[config.mk]
export PLATFORM = sky130hd
export DESIGN_NAME = ir_cmd_queue
export DESIGN_NICKNAME = d
export VERILOG_FILES = /design/src/rtl/ir_cmd_queue.sv
export SDC_FILE = /design/constraint.sdc
export NUM_CORES = 1
export LEC_CHECK = 0
export BUFFER_PORTS_ARGS = -buffer_cell sky130_fd_sc_hd__buf_2
export CAP_MARGIN = 20
export CORE_UTILIZATION = 50
export CTS_CLUSTER_SIZE = 28
export DETAILED_ROUTE_END_ITERATION = 10
export GPL_TIMING_DRIVEN = 0
export MAX_ROUTING_LAYER = met4
export PLACE_DENSITY = 0.68
export SKIP_LAST_GASP = 1
export SLEW_MARGIN = 0
export SYNTH_ARGS = -nofsm -noshare
export SYNTH_HDL_FRONTEND = slang
export SYNTH_SLANG_ARGS = --single-unit
[constraint.sdc]
create_clock -name sys_clk -period 3.62 [get_ports sys_clk]
set_input_delay 0 -clock sys_clk [delete_from_list [all_inputs] [get_ports sys_clk]]
set_output_delay 0 -clock sys_clk [all_outputs]
set_load 0.05 [all_outputs]
[src/rtl/ir_cmd_queue.sv]
// IR remote command queue: resynchronises decoded NEC frames, maps key codes to
// snake-game commands (reversal filter, auto-repeat) and buffers them in a 4-deep FIFO.
module ir_cmd_queue #(
    parameter logic [7:0]  KEY_UP     = 8'h18,
    parameter logic [7:0]  KEY_DOWN   = 8'h52,
    parameter logic [7:0]  KEY_LEFT   = 8'h08,
    parameter logic [7:0]  KEY_RIGHT  = 8'h5A,
    parameter logic [7:0]  KEY_PAUSE  = 8'h1C,
    parameter logic [23:0] REPEAT_WIN = 24'd9_000_000
) (
    input  logic       sys_clk,
    input  logic       sys_rst_n,
    input  logic       ir_data_en,
    input  logic [7:0] ir_data,
    input  logic       ir_repeat_en,
    input  logic       cmd_ready,
    output logic       cmd_valid,
    output logic [2:0] cmd,
    output logic [1:0] heading,
    output logic       overflow
);

    localparam logic [2:0] CMD_NONE  = 3'd0;
    localparam logic [2:0] CMD_UP    = 3'd1;
    localparam logic [2:0] CMD_DOWN  = 3'd2;
    localparam logic [2:0] CMD_LEFT  = 3'd3;
    localparam logic [2:0] CMD_RIGHT = 3'd4;
    localparam logic [2:0] CMD_PAUSE = 3'd5;

    localparam logic [1:0] DIR_RIGHT = 2'd3;

    // ------------------------------------------------------------------
    // Synchronisers and rising-edge detectors
    // ------------------------------------------------------------------
    logic data_s1_q, data_s2_q, data_s3_q;
    logic data_s1_d, data_s2_d, data_s3_d;
    logic rep_s1_q, rep_s2_q, rep_s3_q;
    logic rep_s1_d, rep_s2_d, rep_s3_d;
    logic data_evt, rep_evt;

    always_comb begin
        data_s1_d = ir_data_en;
        data_s2_d = data_s1_q;
        data_s3_d = data_s2_q;
        rep_s1_d  = ir_repeat_en;
        rep_s2_d  = rep_s1_q;
        rep_s3_d  = rep_s2_q;
    end

    always_ff @(posedge sys_clk or negedge sys_rst_n) begin
        if (!sys_rst_n) begin
            data_s1_q <= 1'b0;
            data_s2_q <= 1'b0;
            data_s3_q <= 1'b0;
            rep_s1_q  <= 1'b0;
            rep_s2_q  <= 1'b0;
            rep_s3_q  <= 1'b0;
        end else begin
            data_s1_q <= data_s1_d;
            data_s2_q <= data_s2_d;
            data_s3_q <= data_s3_d;
            rep_s1_q  <= rep_s1_d;
            rep_s2_q  <= rep_s2_d;
            rep_s3_q  <= rep_s3_d;
        end
    end

    assign data_evt = data_s2_q & ~data_s3_q;
    assign rep_evt  = rep_s2_q & ~rep_s3_q;

    // ------------------------------------------------------------------
    // Key code mapping
    // ------------------------------------------------------------------
    logic [2:0] key_cmd;
    logic [2:0] key_cmd_m1;
    logic [1:0] key_dir;

    always_comb begin
        key_cmd = CMD_NONE;
        if (ir_data == KEY_UP) begin
            key_cmd = CMD_UP;
        end else if (ir_data == KEY_DOWN) begin
            key_cmd = CMD_DOWN;
        end else if (ir_data == KEY_LEFT) begin
            key_cmd = CMD_LEFT;
        end else if (ir_data == KEY_RIGHT) begin
            key_cmd = CMD_RIGHT;
        end else if (ir_data == KEY_PAUSE) begin
            key_cmd = CMD_PAUSE;
        end
    end

    // Direction commands 1..4 map onto heading 0..3; flipping bit 0 gives the opposite.
    assign key_cmd_m1 = key_cmd - 3'd1;
    assign key_dir    = key_cmd_m1[1:0];

    // ------------------------------------------------------------------
    // Classification stage
    // ------------------------------------------------------------------
    logic        push_req_q, push_req_d;
    logic [2:0]  push_cmd_q, push_cmd_d;
    logic [1:0]  heading_q, heading_d;
    logic [2:0]  last_cmd_q, last_cmd_d;
    logic [23:0] window_q, window_d;
    logic        last_is_dir;

    assign last_is_dir = (last_cmd_q >= CMD_UP) && (last_cmd_q <= CMD_RIGHT);

    always_comb begin
        push_req_d = 1'b0;
        push_cmd_d = CMD_NONE;
        heading_d  = heading_q;
        last_cmd_d = last_cmd_q;
        window_d   = (window_q != 24'd0) ? (window_q - 24'd1) : 24'd0;

        if (data_evt) begin
            if (key_cmd == CMD_NONE) begin
                last_cmd_d = CMD_NONE;
                window_d   = 24'd0;
            end else if (key_cmd == CMD_PAUSE) begin
                push_req_d = 1'b1;
                push_cmd_d = CMD_PAUSE;
                last_cmd_d = CMD_NONE;
            end else if (key_dir == (heading_q ^ 2'b01)) begin
                last_cmd_d = CMD_NONE;
            end else begin
                push_req_d = 1'b1;
                push_cmd_d = key_cmd;
                heading_d  = key_dir;
                last_cmd_d = key_cmd;
                window_d   = REPEAT_WIN;
            end
        end else if (rep_evt && (window_q != 24'd0) && last_is_dir) begin
            // last_cmd always equals heading here, so no reversal check is needed
            push_req_d = 1'b1;
            push_cmd_d = last_cmd_q;
            window_d   = REPEAT_WIN;
        end
    end

    always_ff @(posedge sys_clk or negedge sys_rst_n) begin
        if (!sys_rst_n) begin
            push_req_q <= 1'b0;
            push_cmd_q <= CMD_NONE;
            heading_q  <= DIR_RIGHT;
            last_cmd_q <= CMD_NONE;
            window_q   <= 24'd0;
        end else begin
            push_req_q <= push_req_d;
            push_cmd_q <= push_cmd_d;
            heading_q  <= heading_d;
            last_cmd_q <= last_cmd_d;
            window_q   <= window_d;
        end
    end

    // ------------------------------------------------------------------
    // Show-ahead command FIFO
    // ------------------------------------------------------------------
    logic [2:0] mem_q [4];
    logic [2:0] mem_d [4];
    logic [1:0] wr_ptr_q, wr_ptr_d;
    logic [1:0] rd_ptr_q, rd_ptr_d;
    logic [2:0] count_q, count_d;
    logic       overflow_q, overflow_d;
    logic       fifo_full, fifo_valid, pop, wr_en;

    assign fifo_full  = (count_q == 3'd4);
    assign fifo_valid = (count_q != 3'd0);
    assign pop        = fifo_valid & cmd_ready;
    // A pop frees the head slot in the same cycle, so a full FIFO still accepts
    assign wr_en      = push_req_q & (~fifo_full | pop);

    always_comb begin
        for (int i = 0; i < 4; i++) begin
            mem_d[i] = mem_q[i];
        end
        wr_ptr_d   = wr_ptr_q;
        rd_ptr_d   = rd_ptr_q;
        count_d    = count_q;
        overflow_d = overflow_q | (push_req_q & fifo_full & ~pop);

        if (wr_en) begin
            mem_d[wr_ptr_q] = push_cmd_q;
            wr_ptr_d        = wr_ptr_q + 2'd1;
        end
        if (pop) begin
            rd_ptr_d = rd_ptr_q + 2'd1;
        end
        case ({wr_en, pop})
            2'b10:   count_d = count_q + 3'd1;
            2'b01:   count_d = count_q - 3'd1;
            default: count_d = count_q;
        endcase
    end

    always_ff @(posedge sys_clk or negedge sys_rst_n) begin
        if (!sys_rst_n) begin
            for (int i = 0; i < 4; i++) begin
                mem_q[i] <= CMD_NONE;
            end
            wr_ptr_q   <= 2'd0;
            rd_ptr_q   <= 2'd0;
            count_q    <= 3'd0;
            overflow_q <= 1'b0;
        end else begin
            for (int i = 0; i < 4; i++) begin
                mem_q[i] <= mem_d[i];
            end
            wr_ptr_q   <= wr_ptr_d;
            rd_ptr_q   <= rd_ptr_d;
            count_q    <= count_d;
            overflow_q <= overflow_d;
        end
    end

    assign cmd_valid = fifo_valid;
    assign cmd       = fifo_valid ? mem_q[rd_ptr_q] : CMD_NONE;
    assign heading   = heading_q;
    assign overflow  = overflow_q;

endmodule
==> results of run 1 <==
[power by group through the flow]
stage	logic, mW	clock network (mW)	registers (mW)
final	0.797	0.537	0.945
after global routing	0.918	0.583	0.966
after CTS	0.804	0.554	0.945
after detailed placement	0.797	0	0.955
after global placement	0.780	0	0.950
after floorplan	0.628	0	0.950
[how the worst max path moves through the flow]
| stage | start | to | slack (ns) | depth (start not counted) |
|---|---|---|---|---|
| after floorplan | ir_data[0] | window_q[11] | 1.41 | 9 |
| after global placement | ir_data[0] | window_q[13] | 1.03 | 10 |
| after detailed placement | ir_data[0] | window_q[17] | 1.04 | 10 |
| after CTS | window_q[2] | window_q[19] | 1.20 | 6 |
| after global routing | window_q[2] | window_q[14] | 1.0 | 6 |
| final | window_q[2] | window_q[14] | 1.21 | 6 |
[worst max-delay path, stage by stage, from the launching register on]
cell and delay (ns):
sky130_fd_sc_hd__dfrtp_1 0.42, sky130_fd_sc_hd__nor4_1 0.60, sky130_fd_sc_hd__and3_1 0.26, sky130_fd_sc_hd__buf_4 0.17, sky130_fd_sc_hd__a41oi_2 0.27, sky130_fd_sc_hd__a21oi_2 0.39, sky130_fd_sc_hd__o21ai_0 0.15
[metrics by stage]
step | instances | total power [mW]
final | 375 | 2.279
after global placement | 356 | 1.730
after detailed placement | 357 | 1.752
after global routing | 375 | 2.466
after CTS | 375 | 2.303
after floorplan | 265 | 1.578
[logic make-up after synthesis]
family / count (synthesis) / synth area share (%)
AO/OA/AOI/OAI: 29 / 7.440
adder cells (fa/ha/maj): 9 / 4.082
AND/OR/NAND/NOR: 106 / 19.18
multiplexers: 22 / 9.524
buffers and inverters: 15 / 2.083
XOR/XNOR: 25 / 7.440
flip-flops: 59 / 50.26
[sequential cells by signal, indices dropped and copies added (netlist names), 2 cells and up]
signal      count
push_cmd_q      3
count_q         3
heading         2
wr_ptr_q        2
mem_q          12
window_q       24
last_cmd_q      3
rd_ptr_q        2
[synth_stat cells (2+ instances only)]
cell and number:
sky130_fd_sc_hd__a21oi_1 3, sky130_fd_sc_hd__and2_1 5, sky130_fd_sc_hd__and3_1 2, sky130_fd_sc_hd__clkbuf_1 4, sky130_fd_sc_hd__dfrtp_1 57, sky130_fd_sc_hd__dfstp_2 2
sky130_fd_sc_hd__ha_1 8, sky130_fd_sc_hd__inv_1 9, sky130_fd_sc_hd__mux2_2 14, sky130_fd_sc_hd__mux2i_1 4, sky130_fd_sc_hd__mux4_2 3, sky130_fd_sc_hd__nand2_1 25
sky130_fd_sc_hd__nand2b_1 3, sky130_fd_sc_hd__nand3_1 7, sky130_fd_sc_hd__nand3b_1 5, sky130_fd_sc_hd__nand4_1 3, sky130_fd_sc_hd__nand4b_1 3, sky130_fd_sc_hd__nor2_1 27
sky130_fd_sc_hd__nor2b_1 6, sky130_fd_sc_hd__nor3_1 7, sky130_fd_sc_hd__nor4_1 2, sky130_fd_sc_hd__o21ai_0 14, sky130_fd_sc_hd__o31ai_1 2, sky130_fd_sc_hd__or3_1 3
sky130_fd_sc_hd__xnor2_1 9, sky130_fd_sc_hd__xor2_1 16
[area by class of cell]
class / instances / area, um2 / area share (%)
inverter: 9 / 33.78 / 1.006
buffer: 6 / 27.53 / 0.8200
tap: 72 / 90.09 / 2.684
multi-input combinational: 191 / 1403 / 41.78
sequential: 59 / 1479 / 44.06
clock buffer: 13 / 168.9 / 5.032
clock inverter: 2 / 10.01 / 0.2982
timing repair buffer: 23 / 145.1 / 4.324
[timing repair]
item                                    CTS  global route
hold endpoints to repair                 23             0
hold buffers                              3             0
endpoints found under the setup margin    0             0
[metal layers]
layer | vias up | global-route usage (%) | share of wire [%]
li1 | 981 | - | -
met1 | 995 | 24.85 | 49
met2 | 25 | 30.17 | 47
met4 | 0 | 12.78 | 2.2
met3 | 11 | 4.138 | 2.1
met5 | - | - | 0
==> metrics.log, run 1 <==
[metrics] Initial Utilization: 52.79%
[metrics] data arrival at the endpoint of the critical path: about 2.6 ns
[metrics] buffers inserted during post-CTS setup optimization: 0
[metrics] overall fraction of global-route tracks in use: 20.09%
[metrics] clock tree from TritonCTS: done
[metrics] total number of clock tree sinks: 59
[metrics] Worst Skew: 0.003145 ns
[metrics] element type at the critical path start: flip-flop
[metrics] final design area excluding fillers: 3357 um2
[metrics] #FFs+latches synth: 59
[metrics] Final WS setup: between 1 and 1.5 ns
[metrics] portion of the clock cycle consumed by the worst path in the final layout: approximately two thirds
[metrics] NumNets Final: 321
[metrics] cells resized by post-CTS repair: 0
[metrics] dominant register cell in the synthesized netlist: sky130_fd_sc_hd__dfrtp_1
[metrics] number of flops mapped to enable cells by yosys: 0
[metrics] clock network latency to the later pin of the worst-skew pair: 0.33 ns
[metrics] pwr dens: 678.9 nW/um2
[metrics] Worst EP required: 3.81 ns
[metrics] buffers from clock root to sink, at most: 2
[metrics] Worst Hold Launch: cmd_ready
[metrics] Post-DP Area: 3148 um2
[metrics] antenna diode count: 0
[metrics] routability congestion estimate from global placement: approximately 0.84
[metrics] clock-pin slew on the worst setup and hold paths: roughly 0.06 ns
[metrics] upper clock frequency limit: 414.3 MHz
[metrics] max-slew violation count: 0
[metrics] Switching Power: 0.8354 mW
[metrics] total number of vias: 2012
[metrics] Detailed Route Iter0 Violations: 88
[metrics] CTS root buffer: sky130_fd_sc_hd__clkbuf_8
[metrics] Final Hold Slack: 0.01278 ns
[metrics] die span in x: just under 80 um
[metrics] switching part of the total power: between 30% and 40%
[metrics] synth top area cells: sky130_fd_sc_hd__dfrtp_1 48%, sky130_fd_sc_hd__mux2_2 5.4%, sky130_fd_sc_hd__xor2_1 4.8%, sky130_fd_sc_hd__nor2_1 3.4%, sky130_fd_sc_hd__ha_1 3.4%
[metrics] run status: complete, no violations
[metrics] path type of the worst min-delay path: input pin to flip-flop
[metrics] relative contribution of the clock network to total power: 23.6%
[metrics] wire length per cell: 13.53 um
[metrics] total negative slack for setup checks: 0 ns
[metrics] most frequent standard cell in the layout excluding fill and tap cells: sky130_fd_sc_hd__dfrtp_1
[metrics] layout cell share with drive strength beyond 1: 22.11%
[metrics] # fillers: 472
[metrics] hold violation count in the final report: 0
[metrics] sequential cell area fraction in the yosys report: ~50%
[metrics] total leakage power: roughly 1.6 nW
[metrics] start-to-end type of the worst setup path: flip-flop to flip-flop
[metrics] Mapped Nets: 287
[metrics] Post-Synthesis Cells: 265
[metrics] number of port buffers: 19
[metrics] number of rows created at floorplan: 27
[metrics] synth warn: 0
[metrics] part of the total power dissipated in sequential elements: about two fifths
[metrics] measured slew at the worst slew-check pin: around 0.65 ns
[metrics] end point of the worst hold path: overflow
[metrics] kind of end point of the critical path: flip-flop
[metrics] Area Growth Syn to Fin: 14.07%
[metrics] vias in the first global route: 2023
[metrics] total standard cell area after synthesis: 2943 um2
[metrics] DPL Wire Length: 3593 um
[metrics] number of buffers created by CTS: 9
[metrics] die area: 6196 um2
[metrics] Post-route DRC: 0
[metrics] antenna violations before repair: 0
[metrics] Register-to-Register Path Depth: 6
[metrics] Pint: 1.444 mW
[metrics] post-detailed-route count of antenna-violating nets: 0
[metrics] gr ovfl total: 0
[metrics] Reg-to-Reg Start: window_q[2]
[metrics] min Tclk post-route: around 2.4 ns
[metrics] total number of H-tree levels: 3
[metrics] setup repair after global routing missed its margin: false
[metrics] final setup violation count: 0
[metrics] post-route core utilization: between 60% and 70%
[metrics] CORE AREA: between 5000 and 6000 um2
[metrics] number of unique standard cell types used by synthesis: 48
[metrics] proportion of netlist area held by the largest area contributor: 48.47%
[metrics] first-pass GRT wire length: 9045 um
[metrics] reg-to-reg slack, setup: 1.21 ns
[metrics] Synth async-reset ratio: 100.0%
[metrics] Total Wirelength: 5074 um
[metrics] maximum fanout count along the critical path: 9
[metrics] maximum resistive drop on vdd: around 0.36 mV
[metrics] height of the die: 78.72 um
[metrics] I/O pins: 20
[metrics] library cell occupying the most area in the post-synthesis netlist: sky130_fd_sc_hd__dfrtp_1
[metrics] number of vias per cell after detailed routing: between 5 and 6
[metrics] Hold Crit Depth: 3
[metrics] post-synthesis average cell area: 11.10 um2
[metrics] number of iterations in the first detailed-routing pass: 4
[metrics] reg-to-reg endpoint: window_q[14]
[metrics] maximum capacitance violations: 0
[metrics] worst setup slack before clock tree synthesis: 1.039 ns
[metrics] largest net degree at the start of global routing: 39
[metrics] share of total power in combinational logic: 35.0%
[metrics] most frequent cells in the layout: 57 x sky130_fd_sc_hd__dfrtp_1, 27 x sky130_fd_sc_hd__nor2_1, 25 x sky130_fd_sc_hd__nand2_1
[metrics] max-slew headroom at the worst pin: 56.24%
Power figures use the tool's default switching activity.
==> run 2: changes to the inputs <==
==> constraint.sdc (replaced) <==
create_clock -name sys_clk -period 2.5 [get_ports sys_clk]
set_input_delay 0 -clock sys_clk [delete_from_list [all_inputs] [get_ports sys_clk]]
set_output_delay 0 -clock sys_clk [all_outputs]
set_load 0.05 [all_outputs]
==> run 2 against run 1 <==
  * Critical path depth is 1 lower
  * Flip-flop and latch count stayed put
  * Combinational power is 46% higher
  * Clock skew is 0.00094 ns higher
  * Clock power is 45% higher
  * Non-clock buffer count stayed put
  * Routed wire length is 0.45% higher
  * Cell count stayed put
  * Cell area is 0.37% higher
  * Critical endpoint unchanged
  * Setup slack worse by 1.0 ns
  * Maximum frequency is 5.4% higher
  * Core utilization is 0.22 points higher
==> metrics.log, run 2 (synthesized netlist as in run 1, its figures left out) <==
[metrics] run status: complete, no violations
[metrics] NumNets Final: 321
[metrics] maximum fanout count along the critical path: 8
[metrics] Initial Utilization: 52.79%
[metrics] pwr dens: 984.4 nW/um2
[metrics] share of total power in combinational logic: between 30% and 40%
[metrics] worst setup slack before clock tree synthesis: -0.08059 ns
[metrics] number of rows created at floorplan: 27
[metrics] Inst Count DP: 357
[metrics] biggest registers after layout: window_q x24, mem_q x12
[metrics] die span in x: 78.72 um
[metrics] portion of the clock cycle consumed by the worst path in the final layout: between 90 and 100%
[metrics] Worst EP required: 2.69 ns
[metrics] setup repair after global routing missed its margin: true
[metrics] I/O pins: 20
[metrics] total negative slack for setup checks: 0 ns
[metrics] largest net degree at the start of global routing: 39
[metrics] max-slew headroom at the worst pin: 66.08%
[metrics] max-slew violation count: 0
[metrics] Post-route DRC: 0
[metrics] clock network latency to the later pin of the worst-skew pair: 0.33 ns
[metrics] reg-to-reg slack, setup: 0.21 ns
[metrics] Detailed Route Iter0 Violations: around 90
[metrics] start-to-end type of the worst setup path: flip-flop to flip-flop
[metrics] total power: roughly 3.3 mW
[metrics] antenna diode count: 0
[metrics] maximum capacitance violations: 0
[metrics] relative contribution of the clock network to total power: 23.5%
[metrics] # fillers: about 470
[metrics] total number of H-tree levels: 3
[metrics] number of buffers created by CTS: 9
[metrics] register ranked first by flip-flop count: window_q
[metrics] part of the total power dissipated in sequential elements: 41.5%
[metrics] final setup violation count: 0
[metrics] cell at the slowest stage of the critical path: sky130_fd_sc_hd__or4_1
[metrics] clock-pin slew on the worst setup and hold paths: 0.06 ns
[metrics] most frequent standard cell in the layout excluding fill and tap cells: sky130_fd_sc_hd__dfrtp_1
[metrics] layout cell share with drive strength beyond 1: approximately 23%
[metrics] max FFs per register: 24
[metrics] height of the die: 78.72 um
[metrics] hold violation count in the final report: 0
[metrics] min Tclk post-route: 2.289 ns
[metrics] element type at the critical path start: flip-flop
[metrics] total leakage power: 1.560 nW
[metrics] number of vias per cell after detailed routing: approximately 5.4
[metrics] kind of cell adding the most delay to the critical path: simple AND/OR/NAND/NOR gates
[metrics] DPL Wire Length: 3593 um
[metrics] peak per-stage delay on the critical path: 0.59 ns
[metrics] total number of vias: 2011
[metrics] number of port buffers: 19
[metrics] upper clock frequency limit: 436.9 MHz
[metrics] clock tree from TritonCTS: done
[metrics] Pint: 2.098 mW
[metrics] kind of end point of the critical path: flip-flop
[metrics] buffers from clock root to sink, at most: 2
[metrics] Worst Skew: 0.004090 ns
[metrics] final instance count without filler cells: 375
[metrics] gr ovfl total: 0
[metrics] antenna violations before repair: 0
[metrics] wire length per cell: between 10 and 15 um
[metrics] total number of clock tree sinks: 59
[metrics] switching part of the total power: 36.76%
[metrics] Buf/Inv on CP: 0
[metrics] buffers inserted during post-CTS setup optimization: 0
[metrics] most frequent cells in the layout: 57 x sky130_fd_sc_hd__dfrtp_1, 27 x sky130_fd_sc_hd__nor2_1, 25 x sky130_fd_sc_hd__nand2_1
[metrics] maximum resistive drop on vdd: approximately 0.53 mV
[metrics] Area Growth Syn to Fin: 14.50%
[metrics] Total Wirelength: 5097 um
[metrics] Switching Power: 1.219 mW
[metrics] CTS root buffer: sky130_fd_sc_hd__clkbuf_8
[metrics] overall fraction of global-route tracks in use: between 20% and 30%
[metrics] cells along the critical path: or4_1 -> nor3_2 -> a41oi_2 -> a21oi_2 -> o21ai_0
[metrics] measured slew at the worst slew-check pin: around 0.5 ns
[metrics] routability congestion estimate from global placement: between 0.8 and 0.9
[metrics] first-pass GRT wire length: 9045 um
[metrics] data arrival at the endpoint of the critical path: ~2.5 ns
[metrics] path type of the worst min-delay path: input pin to flip-flop
[metrics] post-detailed-route count of antenna-violating nets: 0
[metrics] CORE AREA: 5574 um2
[metrics] die area: 6196 um2
[metrics] vias in the first global route: 2023
[metrics] number of iterations in the first detailed-routing pass: 4
[metrics] Final WS setup: 0.2111 ns
## run 2: cell count changes in the layout (fill, tap and decap cells not counted)
cell / delta
sky130_fd_sc_hd__nor4b_2: +1
sky130_fd_sc_hd__nor4_2: +1
sky130_fd_sc_hd__nor4_1: -1
sky130_fd_sc_hd__nor4b_1: -1
## run 2: layout make-up
| class | instances | area, um2 | area share (%) |
|---|---|---|---|
| Timing Repair Buffer | 23 | 145.1 | 4.307 |
| Clock buffer | 13 | 168.9 | 5.013 |
| Inverter | 9 | 33.78 | 1.003 |
| Clock inverter | 2 | 10.01 | 0.2971 |
| Sequential cell | 59 | 1479 | 43.89 |
| Buffer | 6 | 27.53 | 0.8169 |
| Multi-Input combinational cell | 191 | 1415 | 42.00 |
| Tap cell | 72 | 90.09 | 2.674 |
## run 2: per-layer routing
metal  routed length, um  GRT usage (%)
met1                2488          24.85
met5                   0              -
met3                 109          4.138
met4                 108          12.78
met2                2390          30.17
## run 2: worst reg2reg max path, stage by stage (launching register included)
cell and delay, ns:
sky130_fd_sc_hd__dfrtp_1 0.41, sky130_fd_sc_hd__or4_1 0.59, sky130_fd_sc_hd__nor3_2 0.28, sky130_fd_sc_hd__a41oi_2 0.32, sky130_fd_sc_hd__a21oi_2 0.39, sky130_fd_sc_hd__o21ai_0 0.15
## run 2: final timing paths
kind,depth (start not counted),end,startpoint
max,5,window_q[14],window_q[15]
min,3,overflow,cmd_ready
max reg2reg,5,window_q[14],window_q[15]
min reg2reg,0,data_s2_q,data_s1_q
max in group asynchronous,3,heading[1],sys_rst_n
min in group asynchronous,2,mem_q[10],sys_rst_n
## run 2: per-stage QoR
step	hold WS, ns	area (um2)	utilization [%]
after floorplan	-0.2956	2943	-
after global placement	0.1102	3128	56.12
after detailed placement	0.004527	3148	56.48
after CTS	0.001497	3357	60.22
after global routing	0.01725	3369	60.45
final	0.01834	3369	60.45
## run 2: power groups by stage
stage	Clock [mW]	Sequential, mW	Combinational [mW]
finish	0.778	1.38	1.16
global route	0.844	1.41	1.34
CTS	0.802	1.37	1.16
detailed placement	0	1.38	1.15
global placement	0	1.38	1.13
floorplan	0	1.38	0.909
## run 2: repair_timing
| action | 4_1_cts | 5_1_grt |
|---|---|---|
| hold endpoints to repair | 23 | 0 |
| gates resized for setup | 0 | 2 |
| setup endpoints to repair | 0 | 8 |
| hold buffers | 3 | 0 |
